`config.mk`:
```
export PLATFORM = sky130hd
export DESIGN_NAME = rect_pulse_seq
export DESIGN_NICKNAME = d
export VERILOG_FILES = /design/src/rtl/rect_pulse_seq.sv
export SDC_FILE = /design/constraint.sdc
export NUM_CORES = 1
export LEC_CHECK = 0
export BUFFER_PORTS_ARGS = -buffer_cell sky130_fd_sc_hd__buf_4
export CAP_MARGIN = 5
export CORE_ASPECT_RATIO = 0.9
export CORE_MARGIN = 2
export CORE_UTILIZATION = 50
export DETAILED_ROUTE_END_ITERATION = 6
export PLACE_DENSITY = 0.7
export SETUP_SLACK_MARGIN = 0.5
export SYNTH_ARGS = -nofsm -noshare
export SYNTH_HDL_FRONTEND = slang
export SYNTH_SLANG_ARGS = --single-unit
```
`constraint.sdc`:
```
create_clock -name clk -period 7.3 [get_ports clk]
set_input_delay 0 -clock clk [delete_from_list [all_inputs] [get_ports clk]]
set_output_delay 0 -clock clk [all_outputs]
set_load 0.01 [all_outputs]
```
`src/rtl/rect_pulse_seq.sv`:
```
// rect_pulse_seq: repeating trapezoidal pulse sequencer.
// Emits a signed amplitude code that steps from u1 up to u2, holds, steps back and holds again.
// The configuration is captured on start, so the inputs may be rewritten while a run is active.
module rect_pulse_seq #(
  parameter int W  = 12,
  parameter int CW = 16
) (
  input  logic                clk,
  input  logic                rst_n,
  input  logic                start,
  input  logic                stop,
  input  logic signed [W-1:0] u1,
  input  logic signed [W-1:0] u2,
  input  logic        [W-1:0] slew,
  input  logic       [CW-1:0] td,
  input  logic       [CW-1:0] th,
  input  logic       [CW-1:0] tl,
  input  logic       [CW-1:0] reps,
  output logic signed [W-1:0] level,
  output logic                level_vld,
  output logic                busy,
  output logic                done,
  output logic          [2:0] phase
);

  typedef enum logic [2:0] {
    IDLE  = 3'd0,
    DELAY = 3'd1,
    RISE  = 3'd2,
    HIGH  = 3'd3,
    FALL  = 3'd4,
    LOW   = 3'd5
  } state_t;

  localparam logic [W:0]    ONE_EXT = {{W{1'b0}}, 1'b1};
  localparam logic [CW-1:0] CNT_ONE = {{(CW-1){1'b0}}, 1'b1};

  state_t        state_q;
  logic [W-1:0]  level_q;
  logic          busy_q;
  logic          done_q;
  logic [CW-1:0] holdCnt_q;
  logic [CW-1:0] repCnt_q;

  logic [W-1:0]  u1Lat_q;
  logic [W-1:0]  u2Lat_q;
  logic [W-1:0]  slewLat_q;
  logic [CW-1:0] tdLat_q;
  logic [CW-1:0] thLat_q;
  logic [CW-1:0] tlLat_q;
  logic [CW-1:0] repsLat_q;

  logic [W-1:0]  rampTarget;
  logic [W:0]    levelExt;
  logic [W:0]    targetExt;
  logic [W:0]    rampDiff;
  logic [W:0]    rampMag;
  logic [W:0]    slewExt;
  logic [W:0]    rampStep;
  logic          rampArrive;
  logic [W-1:0]  rampLevel_d;
  logic [CW-1:0] holdLen;
  logic          holdLast;
  logic [CW-1:0] repCnt_d;
  logic          lastPeriod;
  logic          periodEnd;

  // Ramp step toward the active target in W+1 bits, plus hold and period bookkeeping
  always_comb begin
    rampTarget  = (state_q == FALL) ? u1Lat_q : u2Lat_q;
    levelExt    = {level_q[W-1], level_q};
    targetExt   = {rampTarget[W-1], rampTarget};
    rampDiff    = targetExt - levelExt;
    rampMag     = rampDiff[W] ? (~rampDiff + ONE_EXT) : rampDiff;
    slewExt     = {1'b0, slewLat_q};
    rampArrive  = (slewLat_q == '0) || (rampMag <= slewExt);
    rampStep    = rampDiff[W] ? (levelExt - slewExt) : (levelExt + slewExt);
    rampLevel_d = rampArrive ? rampTarget : rampStep[W-1:0];

    holdLen = tlLat_q;
    if (state_q == DELAY) holdLen = tdLat_q;
    else if (state_q == HIGH) holdLen = thLat_q;
    holdLast = (holdCnt_q == holdLen - CNT_ONE);

    repCnt_d   = (repCnt_q == '1) ? repCnt_q : repCnt_q + CNT_ONE;
    lastPeriod = (repsLat_q != '0) && (repCnt_d == repsLat_q);
    periodEnd  = ((state_q == FALL) && rampArrive && (tlLat_q == '0)) ||
                 ((state_q == LOW) && holdLast);
  end

  // Sequencer FSM with registered level, busy and done
  always_ff @(posedge clk or negedge rst_n) begin
    if (!rst_n) begin
      state_q   <= IDLE;
      level_q   <= '0;
      busy_q    <= 1'b0;
      done_q    <= 1'b0;
      holdCnt_q <= '0;
      repCnt_q  <= '0;
      u1Lat_q   <= '0;
      u2Lat_q   <= '0;
      slewLat_q <= '0;
      tdLat_q   <= '0;
      thLat_q   <= '0;
      tlLat_q   <= '0;
      repsLat_q <= '0;
    end else begin
      done_q <= 1'b0;
      if (stop && (state_q != IDLE)) begin
        state_q   <= IDLE;
        level_q   <= u1Lat_q;
        busy_q    <= 1'b0;
        holdCnt_q <= '0;
      end else begin
        case (state_q)
          IDLE: begin
            if (start && !stop) begin
              u1Lat_q   <= u1;
              u2Lat_q   <= u2;
              slewLat_q <= slew;
              tdLat_q   <= td;
              thLat_q   <= th;
              tlLat_q   <= tl;
              repsLat_q <= reps;
              level_q   <= u1;
              busy_q    <= 1'b1;
              holdCnt_q <= '0;
              repCnt_q  <= '0;
              state_q   <= (td != '0) ? DELAY : RISE;
            end
          end
          DELAY: begin
            if (holdLast) begin
              holdCnt_q <= '0;
              state_q   <= RISE;
            end else begin
              holdCnt_q <= holdCnt_q + CNT_ONE;
            end
          end
          RISE: begin
            level_q <= rampLevel_d;
            if (rampArrive) state_q <= (thLat_q != '0) ? HIGH : FALL;
          end
          HIGH: begin
            if (holdLast) begin
              holdCnt_q <= '0;
              state_q   <= FALL;
            end else begin
              holdCnt_q <= holdCnt_q + CNT_ONE;
            end
          end
          FALL: begin
            level_q <= rampLevel_d;
            if (rampArrive && (tlLat_q != '0)) state_q <= LOW;
          end
          LOW: begin
            if (holdLast) holdCnt_q <= '0;
            else holdCnt_q <= holdCnt_q + CNT_ONE;
          end
          default: state_q <= IDLE;
        endcase

        if (periodEnd) begin
          repCnt_q <= repCnt_d;
          if (lastPeriod) begin
            state_q <= IDLE;
            busy_q  <= 1'b0;
            done_q  <= 1'b1;
          end else begin
            state_q <= RISE;
          end
        end
      end
    end
  end

  assign level     = level_q;
  assign level_vld = (state_q != IDLE);
  assign busy      = busy_q;
  assign done      = done_q;
  assign phase     = state_q;

endmodule

```
== Word-level counts from Yosys, hierarchy flattened ==
Cells that the tools add are included.
Storage, ports and cells
  bits in registers: 149
  latch bits: 0
  bits in writable memories: 0
  bits in read-only memories: 0
  output and inout port bits: 18
  logic and storage cells: 102
  memories kept: 0
Operators by class
  add/subtract/negate cells: 7
  multiply operators: 0
  div/mod/pow operators: 0
  order comparisons: 1
  eq/ne operators: 15
  shifts and indexed selects: 0
  multiplexer cells: 35
  bitwise gates (word level): 2
  reductions and logical operators: 29
Operators with widths (count)
  $mux 16: 8
  $reduce_bool 16->1: 4
  $mux 12: 5
  $add 16x1->16 const B: 2
  $eq 16x16->1: 2
  $pmux 16 s2: 1
  $mux 3: 8
  $pmux 12 s2: 1
  $pmux 3 s6: 1
  $eq 16x16->1 const B: 1
  $logic_not 16->1: 1
  $sub 16x1->16 const B: 1
  $add 13x1->13 const B: 1
  $le 13x12->1: 1
  $mux 13: 1
  $not 13->13: 1
  $sub 12x12->13: 1
  $add 12x12->12: 1
  $logic_not 12->1: 1
  $sub 12x12->12: 1
  $reduce_bool 3->1: 3
  $mux 1: 8
  $ne 4x3->1 const B: 2
  $ne 4x4->1 const B: 2
  other kinds (18): 31

== Logic depth before layout (Yosys ltp) ==
  word-level depth: 13
  mapped depth: 32

== Least setup slack after synthesis ==
No wires, ideal clock.
  kind: reg-to-reg
  from: register state_q[1], in the netlist phase[1]
  to: register level_q[10], in the netlist level[10]
  setup time: 0.126 ns
  data arrival time: 6.200 ns
  data required time: 7.174 ns
  setup slack: 0.974 ns
  cell stages (with the launch flop): 31
  path buffers: 5
  clock period less this slack: 6.326 ns
  path through: dfrtp_1 buf_6 buf_2 buf_1 inv_1 nand2_1 nor2_1 clkbuf_1 mux2i_1 ha_1 inv_1 fa_1 a21o_1 a221o_1 and2_1 o21a_1 o32ai_1 clkbuf_1 nor2_1 xnor2_1 ha_1 a21o_1 a21oi_1 nor2b_1 o21a_1 o41a_1 a31oi_1 xnor2_1 mux2i_1 a211oi_1 a221o_1
On the way
  word-level cells in the longest chain between the ends: 11
  elaborated cells between the ends (all ways): 20
Ends and longest elaborated chain
  start, declared: line 38  | state_t state_q;
  start signal, assigned: line 129  | state_q <= (td != '0) ? DELAY : RISE;
  start signal, assigned: line 142  | if (rampArrive) state_q <= (thLat_q != '0) ? HIGH : FALL;
  $eq 3x3->1: line 70, 115
  $mux 12: line 70  | rampTarget = (state_q == FALL) ? u1Lat_q : u2Lat_q;
  $sub 12x12->13: line 73  | rampDiff = targetExt - levelExt;
  $not 13->13: line 74  | rampMag = rampDiff[W] ? (~rampDiff + ONE_EXT) : rampDiff;
  $add 13x1->13: line 74
  $mux 13: line 74
  $le 13x12->1: line 76  | rampArrive = (slewLat_q == '0) || (rampMag <= slewExt);
  $logic_or 1x1->1: line 76
  $mux 12: line 78  | rampLevel_d = rampArrive ? rampTarget : rampStep[W-1:0];
  $pmux 12 s2: line 115  | case (state_q)
  $mux 12: line 109  | if (stop && (state_q != IDLE)) begin
  end signal, assigned: line 111  | level_q <= u1Lat_q;
  end signal, assigned: line 125  | level_q <= u1;
  end signal, assigned: line 141  | level_q <= rampLevel_d;
  end, declared: line 39  | logic [W-1:0] level_q;
Parallel ways exist; a longest one is shown, timed or not.
A chain may end at the register's enable or synchronous reset.

== Final worst setup path ==
  from: register state_q[2], in the netlist phase[2]
  to: register repCnt_q[7]
On the way
  word-level cells in the longest chain between the ends: 13
  elaborated cells between the ends (all ways): 27
Ends and longest elaborated chain
  $eq 3x3->1: line 70, 87
  $mux 12: line 70
  $sub 12x12->13: line 73
  $not 13->13: line 74
  $add 13x1->13: line 74
  $mux 13: line 74
  $le 13x12->1: line 76
  $logic_or 1x1->1: line 76
  $logic_and 1x1->1 (2 in series): line 87  | periodEnd = ((state_q == FALL) && rampArrive && (tlLat_q == '0)) ||
  $logic_or 1x1->1: line 87
  $reduce_bool 2->1 (no line)
  $reduce_and 3->1 (no line)
  end signal, assigned: line 164  | repCnt_q <= repCnt_d;
  end, declared: line 43  | logic [CW-1:0] repCnt_q;
Parallel ways exist; a longest one is shown, timed or not.

==> results.cfg <==
[outcome]
run_status = finished clean

[finish]
area_of_the_multi_input_gates_um2 = 6100
final_layout_size_suffix_gt1_share_pct = 15.1
instances_no_fill = 1698
num_antenna_cells = 0
postLayoutCellArea_um2 = 12900
ff_latch_area_um2 = 3730
finalNetCount = 1576
areaGrowthSynthToFinish_pct = 25.9
final_core_utilization_pct = 64.4
n_fill_cell = 1654

[die]
die_area_um2 = 21700
num_io_pins = 122
die_h_um = 140
area_of_the_placeable_core_um2 = 20000
initial_utilization_pct = 51.2
die_w_um = 155
num_rows = 49

[synthesis]
synth-edff-count = 0
netlist_top_cells_area = sky130_fd_sc_hd__dfrtp_1, sky130_fd_sc_hd__nand2_1, sky130_fd_sc_hd__ha_1
yosys.cell_types.count = 75
synth-warning-count = 0
cell_taking_the_most_area_after_synthesis = sky130_fd_sc_hd__dfrtp_1
synth-seq-cells = 149
synthCells = 1237
synth-async-reset-ratio_pct = 100
yosysSeqAreaShare_pct = 36.4
synthesis.nets = 1383
post_synth.cell_area_avg_um2 = 8.29
post_synth_instance_area_um2 = 10300
synth_flop_type = sky130_fd_sc_hd__dfrtp_1
synthDominantCellAreaShare_pct = 36.4

[placed_design]
placedCellCount = 1564
placed_cell_area_um2 = 11300
place_congestion = 0.940
hpwl_um = 20600
numPortBuffers = 121

[timing]
period_needed_ps = 6390
finClkSkew_ps = 15.5
totalNegativeSetupSlack_ps = 0
hold_viol_final = 0
maxSlewHeadroom_pct = 29.6
max_clock_freq_ghz = 0.157
drv_slew = 0
layout_worst_path_cycle_share_pct = 87.5
rsz0062_at_grt = no
final_setup_vio_count = 0
worst-slew-pin-transition_ps = 1060

[grt]
grt_util_all_layers_pct = 28.7
first_global_vias = 9530
antenna_found_initial = 0
grt_pass1_wl_um = 49400
grt_overflow_total = 0
grt_start_max_net_pins = 105

[pwr]
vdd_ir_drop_max_mv = 0.649
power_mw = 7.71
power.static_leakage_nw = 6.04
power-per-cell-area_nw_per_um2 = 597

[clock_tree]
cts_setup_buffers = 0
tritoncts_clock_tree = done
clock_transition_at_the_registers_of_the_reported_paths_ps = 70
root_buffer = sky130_fd_sc_hd__clkbuf_16
clock_latency_on_the_worst_skew_pair_ps = 440
tritoncts.num_buffers = 17
cts.sinks = 149
maximum_count_of_clock_buffers_along_a_single_path = 2
depth_of_the_cts_h_tree = 4

[drt]
route.antenna.remaining_nets = 0
route.vias.total = 9825
firstDrtPassIters = 5
wl_per_cell_um = 17.6
drc = 0
first_iter_violations = 773
detail_route.vias_per_cell = 5.79
final_wirelength_um = 29900

[critical_path]
type_of_destination_of_the_critical_path = register
class_of_the_most_critical_setup_path = register to register
critical_path.max_fanout = 13
critical_path_required_ps = 7600
worst_setup_path_start_kind = register
cp_arrival_ps = 6680

[hold_path]
timing.hold.worst.class = input pin to asynchronous set/reset pin

[job]
number_of_maximum_capacitance_violations = 0
report_power, final:
group | total [mW] | internal [mW] | switching [mW]
Clock | 0.886 | 0.484 | 0.402
Combinational | 5.35 | 2.37 | 2.98
Sequential | 1.47 | 1.14 | 0.327
Total | 7.71 | 4.00 | 3.71
layout make-up:
cell class | count | share of cell area, %
Multi-Input combinational cell | 986 | 47.2
Inverter | 42 | 1.22
Sequential cell | 149 | 28.9
Clock inverter | 15 | 1.26
Tap cell | 255 | 2.47
Timing Repair Buffer | 234 | 15.6
Clock buffer | 17 | 3.30
worst paths after layout:
path                                   from            end  slack [ps]  cells past startpoint
min in group clk                      start  repsLat_q[15]         150                      5
max in group asynchronous             rst_n   repCnt_q[13]        5660                      3
worst max-delay path               phase[2]    repCnt_q[7]         910                     25
worst min-delay path                  rst_n   holdCnt_q[5]         150                      2
worst max register to register     phase[2]    repCnt_q[7]         910                     25
worst min register to register  tdLat_q[11]    tdLat_q[11]         480                      2
timing repair:
item	CTS	global route
resized for setup	0	1
hold buffers	102	0
setup endpoints to repair	0	20
hold endpoints to repair	184	0
sequential cells by signal (all words and copies together), names as in the netlist:
register	count
tdLat_q	16
repCnt_q	16
phase	3
level	12
thLat_q	16
repsLat_q	16
u2Lat_q	12
busy	1
tlLat_q	16
slewLat_q	12
holdCnt_q	16
u1Lat_q	12
done	1
routing by layer:
layer	vias to the layer above	track usage (%)	wire (µm)	part of all wire, %
li1	4726	-	-	-
met1	4744	41.0	14000	47
met2	300	44.4	13700	46
met3	55	4.30	1520	5.1
met4	0	9.94	711	2.4
met5	-	0	0	0
cells in the mapped netlist, types with 20 or more instances:
master / instances
sky130_fd_sc_hd__xnor2_1: 57
sky130_fd_sc_hd__nor2_1: 61
sky130_fd_sc_hd__nor4_1: 25
sky130_fd_sc_hd__nor3_1: 28
sky130_fd_sc_hd__and3_1: 22
sky130_fd_sc_hd__o21ai_0: 55
sky130_fd_sc_hd__nand3_1: 29
sky130_fd_sc_hd__clkbuf_1: 37
sky130_fd_sc_hd__nand2_1: 333
sky130_fd_sc_hd__a21oi_1: 42
sky130_fd_sc_hd__mux2_2: 30
sky130_fd_sc_hd__inv_1: 42
sky130_fd_sc_hd__dfrtp_1: 149
sky130_fd_sc_hd__mux2i_1: 31
sky130_fd_sc_hd__ha_1: 40
sky130_fd_sc_hd__nand4_1: 20
stage by stage:
stage,setup WS (ps),hold slack [ps]
2_1_floorplan,974,-296
3_3_place_gp,1090,61.7
3_5_place_dp,887,61.8
4_1_cts,779,134
5_1_grt,520,179
6_report,913,145
layout by cell type, fill, tap and decap left out, types with 5 or more instances in the layout:
| cell | netlist | layout |
|---|---|---|
| sky130_fd_sc_hd__nand2b_1 | 8 | 8 |
| sky130_fd_sc_hd__o2bb2ai_1 | 10 | 10 |
| sky130_fd_sc_hd__nand3_1 | 29 | 29 |
| sky130_fd_sc_hd__nor4_1 | 25 | 25 |
| sky130_fd_sc_hd__inv_1 | 42 | 42 |
| sky130_fd_sc_hd__a22oi_1 | 9 | 9 |
| sky130_fd_sc_hd__nand2_1 | 333 | 333 |
| sky130_fd_sc_hd__nand4_1 | 20 | 20 |
| sky130_fd_sc_hd__dlygate4sd3_1 | 0 | 102 |
| sky130_fd_sc_hd__buf_4 | 1 | 131 |
| sky130_fd_sc_hd__nor2_1 | 61 | 59 |
| sky130_fd_sc_hd__ha_1 | 40 | 40 |
| sky130_fd_sc_hd__dfrtp_1 | 149 | 149 |
| sky130_fd_sc_hd__xnor2_1 | 57 | 57 |
| sky130_fd_sc_hd__nor3_1 | 28 | 27 |
| sky130_fd_sc_hd__a21o_1 | 19 | 19 |
| sky130_fd_sc_hd__nor2b_1 | 10 | 9 |
| sky130_fd_sc_hd__xor2_1 | 19 | 19 |
| sky130_fd_sc_hd__and3_1 | 22 | 22 |
| sky130_fd_sc_hd__a221o_1 | 5 | 5 |
| sky130_fd_sc_hd__or3_1 | 6 | 6 |
| sky130_fd_sc_hd__and2_1 | 5 | 5 |
| sky130_fd_sc_hd__o21a_1 | 5 | 5 |
| sky130_fd_sc_hd__a211oi_1 | 8 | 8 |
| sky130_fd_sc_hd__a31oi_1 | 10 | 10 |
| sky130_fd_sc_hd__o31ai_1 | 9 | 9 |
| sky130_fd_sc_hd__nor3b_1 | 7 | 7 |
| sky130_fd_sc_hd__a211o_1 | 8 | 8 |
| sky130_fd_sc_hd__o21ai_0 | 55 | 55 |
| sky130_fd_sc_hd__or4_1 | 6 | 6 |
| sky130_fd_sc_hd__mux2_2 | 30 | 30 |
| sky130_fd_sc_hd__mux2i_1 | 31 | 31 |
| sky130_fd_sc_hd__clkbuf_16 | 0 | 17 |
| sky130_fd_sc_hd__a21oi_1 | 42 | 42 |
cells by family after synthesis:
group,share of synthesized area (%)
compound gates,15.3
flops,36.4
fa+ha+maj,5.27
mux,6.86
buf+inv,4.36
simple gates,25.4
xor+xnor,6.49
worst max-delay path: stages (launching register included):
cell	delay [ps]
sky130_fd_sc_hd__dfrtp_1	520
sky130_fd_sc_hd__nand2_1	160
sky130_fd_sc_hd__nor2_2	370
sky130_fd_sc_hd__mux2i_1	320
sky130_fd_sc_hd__ha_1	200
sky130_fd_sc_hd__inv_1	60
sky130_fd_sc_hd__fa_1	410
sky130_fd_sc_hd__a21o_1	230
sky130_fd_sc_hd__a221o_1	310
sky130_fd_sc_hd__and2_1	180
sky130_fd_sc_hd__o21a_1	190
sky130_fd_sc_hd__o32ai_1	270
sky130_fd_sc_hd__buf_4	230
sky130_fd_sc_hd__nand2_1	60
sky130_fd_sc_hd__o21ai_0	80
sky130_fd_sc_hd__ha_1	280
sky130_fd_sc_hd__nor2b_1	140
sky130_fd_sc_hd__o21a_1	170
sky130_fd_sc_hd__o211ai_1	160
sky130_fd_sc_hd__a31oi_1	110
sky130_fd_sc_hd__o21ai_0	170
sky130_fd_sc_hd__a21o_1	160
sky130_fd_sc_hd__o41a_1	560
sky130_fd_sc_hd__a32o_1	530
sky130_fd_sc_hd__o21ai_4	180
sky130_fd_sc_hd__o2bb2ai_1	200
(Power assumes the default switching activity.)
